File: src/rtl/round_sat.sv
// round_sat: drops NBITS LSBs from a signed or unsigned fixed-point stream.
// It rounds (truncate, half-up or half-to-even), then saturates or wraps the
// narrowed DIN-NBITS result. The stage is a registered valid/ready stage with
// a skid buffer, and it keeps a sticky-saturating count of overflowing words.
//
// Ports:
//   clk         clock, rising edge
//   rst         asynchronous active-low reset
//   din_valid   input word valid
//   din_ready   stage can accept a word (depends only on skid occupancy)
//   din_data    input word, DIN bits
//   dout_valid  output word valid
//   dout_ready  downstream accepts the output word
//   dout_data   rounded, narrowed result, DIN-NBITS bits
//   ovf_clr     synchronous clear of ovf_cnt
//   ovf_cnt     count of accepted words that overflowed, saturating
module round_sat #(
  parameter int DIN    = 16,
  parameter int NBITS  = 4,
  parameter int SIGNED = 1,
  parameter int MODE   = 2,
  parameter int SAT    = 1,
  parameter int CNT_W  = 8
) (
  input  logic                  clk,
  input  logic                  rst,
  input  logic                  din_valid,
  output logic                  din_ready,
  input  logic [DIN-1:0]        din_data,
  output logic                  dout_valid,
  input  logic                  dout_ready,
  output logic [DIN-NBITS-1:0]  dout_data,
  input  logic                  ovf_clr,
  output logic [CNT_W-1:0]      ovf_cnt
);

  localparam int DOUT = DIN - NBITS;

  generate
    if (NBITS < 1 || NBITS >= DIN || MODE < 0 || MODE > 2) begin : g_param_check
      $error("round_sat: illegal parameters (need 1 <= NBITS < DIN and MODE in 0..2)");
    end
  endgenerate

  localparam logic [NBITS-1:0] HALF     = NBITS'(64'd1 << (NBITS - 1));
  localparam logic [DOUT-1:0]  ALL_ONES = '1;
  localparam logic [DOUT-1:0]  MAX      = (SIGNED != 0) ? (ALL_ONES >> 1) : ALL_ONES;
  localparam logic [CNT_W-1:0] CNT_MAX  = '1;

  logic [DOUT:0]      q;
  logic [DOUT:0]      r;
  logic [NBITS-1:0]   frac;
  logic               inc;
  logic               ovf;
  logic [DOUT-1:0]    result;

  logic               main_valid;
  logic [DOUT-1:0]    main_data;
  logic               skid_valid;
  logic [DOUT-1:0]    skid_data;
  logic               accept;
  logic               drain;

  // The quotient is kept one bit wider than the output so the rounding
  // increment can never be lost; the extra top bit is the sign extension
  // for signed data and zero for unsigned data.
  always_comb begin
    q    = {1'((SIGNED != 0) && din_data[DIN-1]), din_data[DIN-1:NBITS]};
    frac = din_data[NBITS-1:0];
    case (MODE)
      1:       inc = (frac >= HALF);
      2:       inc = (frac > HALF) || ((frac == HALF) && q[0]);
      default: inc = 1'b0;
    endcase
    r = q + {{DOUT{1'b0}}, inc};
    // Rounding only ever moves upward, so the sole overflow case is
    // exceeding the positive maximum: for signed data that is r landing
    // exactly on 2^(DOUT-1), for unsigned data a carry into the extra bit.
    if (SIGNED != 0) begin
      ovf = (r[DOUT:DOUT-1] == 2'b01);
    end else begin
      ovf = r[DOUT];
    end
    result = ((SAT != 0) && ovf) ? MAX : r[DOUT-1:0];
  end

  assign accept     = din_valid && din_ready;
  assign drain      = main_valid && dout_ready;
  assign din_ready  = !skid_valid;
  assign dout_valid = main_valid;
  assign dout_data  = main_data;

  // Main/skid buffer. The skid register only fills while main is stalled,
  // and since din_ready is low whenever skid is occupied, a refill from skid
  // and a new accept can never compete for main in the same cycle.
  always_ff @(posedge clk or negedge rst) begin
    if (!rst) begin
      main_valid <= 1'b0;
      main_data  <= '0;
      skid_valid <= 1'b0;
      skid_data  <= '0;
    end else begin
      if (drain) begin
        if (skid_valid) begin
          main_data  <= skid_data;
          skid_valid <= 1'b0;
        end else if (accept) begin
          main_data <= result;
        end else begin
          main_valid <= 1'b0;
        end
      end else if (accept) begin
        if (!main_valid) begin
          main_data  <= result;
          main_valid <= 1'b1;
        end else begin
          skid_data  <= result;
          skid_valid <= 1'b1;
        end
      end
    end
  end

  // Overflow counter: an overflowing accept wins over a simultaneous clear
  // (the count restarts at 1) so no event is ever lost.
  always_ff @(posedge clk or negedge rst) begin
    if (!rst) begin
      ovf_cnt <= '0;
    end else if (accept && ovf) begin
      if (ovf_clr) begin
        ovf_cnt <= CNT_W'(1);
      end else if (ovf_cnt != CNT_MAX) begin
        ovf_cnt <= ovf_cnt + CNT_W'(1);
      end
    end else if (ovf_clr) begin
      ovf_cnt <= '0;
    end
  end

endmodule

File: config.mk
export PLATFORM = sky130hd
export DESIGN_NAME = round_sat
export DESIGN_NICKNAME = d
export VERILOG_FILES = /design/src/rtl/round_sat.sv
export SDC_FILE = /design/constraint.sdc
export NUM_CORES = 1
export LEC_CHECK = 0
export CAP_MARGIN = 30
export CORE_MARGIN = 3
export CORE_UTILIZATION = 54
export CTS_CLUSTER_DIAMETER = 150
export DETAILED_ROUTE_END_ITERATION = 16
export PLACE_DENSITY = 0.93
export SYNTH_ARGS = -nofsm -noshare
export SYNTH_HDL_FRONTEND = slang
export SYNTH_SLANG_ARGS = --single-unit
export TNS_END_PERCENT = 5
File: constraint.sdc
create_clock -name clk -period 4.8 [get_ports clk]
set_clock_uncertainty 0.1 [all_clocks]
set_input_delay 0.48 -clock clk [delete_from_list [all_inputs] [get_ports clk]]
set_output_delay 0.48 -clock clk [all_outputs]
set_load 0.1 [all_outputs]
==> results by group <==
Outcome
  – Status: completed

Power and ir drop
  – Switching power: 0.765 mW
  – Leakage: 1.00 nW
  – VDD IR max: 0.000404 V
  – P_int: 0.669 mW
  – PwrDens: 591 mW/mm^2
  – Flop pwr share: 31.7%
  – Combinational cell fraction of total power: 56.5%
  – Sw frac: 53.3%
  – Power, Total: 1.43 mW
  – Clock group share of total power: 11.9%

Synthesis
  – Seq cells post-synth: 34
  – Net Count, Synth: 242
  – Yosys cell types: 38
  – EDFF count, synth: 0
  – Syn_area_per_cell: 8.75 sq um
  – Ys async rst share: 100%
  – Cells after Synth: 218
  – Ys Warns: 0
  – Mapped Area: 0.00191 sq mm
  – Sequential fraction of the synthesis area: 44.6%
  – Commonest register cell after synthesis: dfrtp_1

Timing
  – Max-slew violations: 0
  – Final Hold Fails: 0
  – Final setup violation count: 0
  – Rel. slew slack: 34.1%
  – Slew @ Worst Pin: 986 ps
  – Fmax: 0.379 GHz
  – Fin Setup TNS: 0 ps
  – Final worst-path cycle share: 54.9%
  – Min cycle time layout: 2640 ps
  – RSZ-0062 raised after global routing: false
  – Worst hold margin: 389 ps

Clock tree
  – Worst skew pair latency: 350 ps
  – CTS root buf: clkbuf_4
  – Post-CTS setup buffer count: 0
  – CTS Buf Count: 5
  – Max Root-Sink Buffers: 2
  – CTS Hold Buffers Added: 0
  – Htree depth: 2
  – CTS Sinks: 34
  – Clock-pin slew on the worst setup and hold paths: 110 ps
  – Cts repair resizes: 0
  – TritonCTS clock tree: yes

Hold path
  – Hold Path Origin: dout_data[8]$_DFFE_PN0P_
  – Hold depth: 2
  – Hold endpoint: dout_data[8]$_DFFE_PN0P_
  – Hold Path Class: flip-flop to flip-flop

Routing
  – Routed WL: 4.45 mm
  – Post-DR wirelength/cell: 14.6 microns
  – Vias: 1,779
  – DRC Markers: 0
  – 1st-pass router iterations: 5
  – Vias per std cell: 5.83
  – Initial DRC Count: 151
  – Post-route ant nets: 0

GRT
  – Initial antenna violation count: 0
  – Busiest grt layer: met2
  – First-pass GRT wire length: 7.33 mm
  – GR Util met1: 30.1%
  – Met3 GRT Util: 5.30%
  – Pin count of the biggest net entering global routing: 35
  – Remaining Overflow, GRT: 0
  – Met2 usage: 33.5%
  – Vias in the first global route: 1,607
  – Total GRT Usage: 22.7%

Placed design
  – Port Buffers: 42
  – Placed inst area: 0.00237 sq mm
  – Dpl hpwl: 3.23 mm
  – Gpl congestion: 0.842

Floorplanning
  – Top Ports: 43
  – Core Region: 0.00320 sq mm
  – Die Ht: 65.4 microns
  – Total die area: 0.00428 sq mm
  – Die width: 65.4 microns
  – Rows: 20
  – Initial Util: 59.5%

Critical path
  – Critical Path RT: 4960 ps
  – Critical Path AT: 2800 ps
  – Crit. End Element: flip-flop
  – R2R Setup Slk: 2940 ps
  – Crit path launch type: input pin
  – CP Max Fanout: 20
  – Worst r2r path cells: 7
  – Kind of critical path: input pin to flip-flop
  – R2r startpoint: skid_valid$_DFFE_PN0P_
  – R2r endpoint: dout_data[5]$_DFFE_PN0P_

Finish
  – Area Growth Syn to Fin: 27.3%
  – N_diodes: 0
  – Nets: 284
  – Commonest non-fill, non-tap cell in the layout: clkdlybuf4s50_1
  – Final Core Density: 75.8%
  – Fin area: 0.00243 sq mm
  – Most frequent cells in the layout: clkdlybuf4s50_1 (42), nor2_1 (37), dfrtp_1 (34)
  – Layout cell share with drive strength beyond 1: 6.51%

Run
  – Max-cap violation count: 0
[area by class of cell]
type,instances,area (sq um)
sequential,34,851
clock inverter,1,5.00
fill,264,776
multi-input combinational,167,992
inverter,7,26.3
clock buffer,7,55.1
timing repair buffer,45,443
tap,44,55.1
[metrics by stage]
stage	worst slack, ps	cells
2_1_floorplan	2530	218
6_report	2160	305
5_1_grt	1960	305
4_1_cts	2180	305
3_3_place_gp	1910	297
3_5_place_dp	1790	297
[flip-flops by register name, summed over array words and instances (netlist names)]
name	count
skid_valid	1
skid_data	12
dout_valid	1
ovf_cnt	8
dout_data	12
[cell families after synthesis]
logic type | Yosys count | synth area share, %
and+or+nand+nor | 103 | 27.2
AOI/OAI and AO/OA | 50 | 16.7
DFF | 34 | 44.6
buffers and inverters | 17 | 3.61
xor gates and xnor gates | 8 | 3.67
muxes | 3 | 2.30
adders and majority gates | 3 | 1.97
[how the worst max path moves through the flow]
stage,startpoint,end,slack (ps),cells after the start
floorplan,ovf_cnt[0]$_DFFE_PN0P_,ovf_cnt[5]$_DFFE_PN0P_,2530,5
global placement,din_data[3],dout_data[4]$_DFFE_PN0P_,1910,8
detailed placement,din_data[3],dout_data[5]$_DFFE_PN0P_,1790,8
CTS,din_data[3],dout_data[5]$_DFFE_PN0P_,2180,8
global route,din_data[3],dout_data[10]$_DFFE_PN0P_,1960,8
finish,din_data[3],dout_data[5]$_DFFE_PN0P_,2160,8
[critical path, stage by stage]
cell and delay (ps):
clkdlybuf4s50_1 550, and2_1 150, ha_1 270, nand2_1 120, mux2i_4 210, and3_1 620
nor3_1 120, o31ai_1 270
[metal layers]
metal  vias to the layer above  part of all wire (%)
met4                         0                   2.6
met2                        66                    47
met3                        11                   7.4
li1                        870                     -
met5                         -                     0
met1                       832                    43
[power by group through the flow]
stage                     sequential (mW)  combinational (mW)  clock, mW
after floorplan                     0.836               0.231          0
after global placement              0.454               0.800          0
after detailed placement            0.462               0.812          0
after CTS                           0.455               0.815      0.174
after global routing                0.467               0.858      0.193
final                               0.455               0.810      0.170
[cells in the mapped netlist (all sizes together), types with 2 or more instances]
cell	number	area, sq um
nor2b	2	12.5
o21ai	8	40.0
inv	7	26.3
and4	5	43.8
o211ai	2	15.0
and2	2	12.5
clkbuf	8	30.0
dfrtp	34	851
o31ai	14	105
nand2	20	75.1
nand3	10	50.1
xor2	3	26.3
or4	3	22.5
a21oi	17	85.1
nor2	37	139
buf	2	12.5
xnor2	5	43.8
mux2i	2	32.5
nand4	4	40.0
nor3	13	65.1
a31oi	2	12.5
and3	4	35.0
ha	3	37.5
No activity file was read; power rests on OpenSTA's default activity.
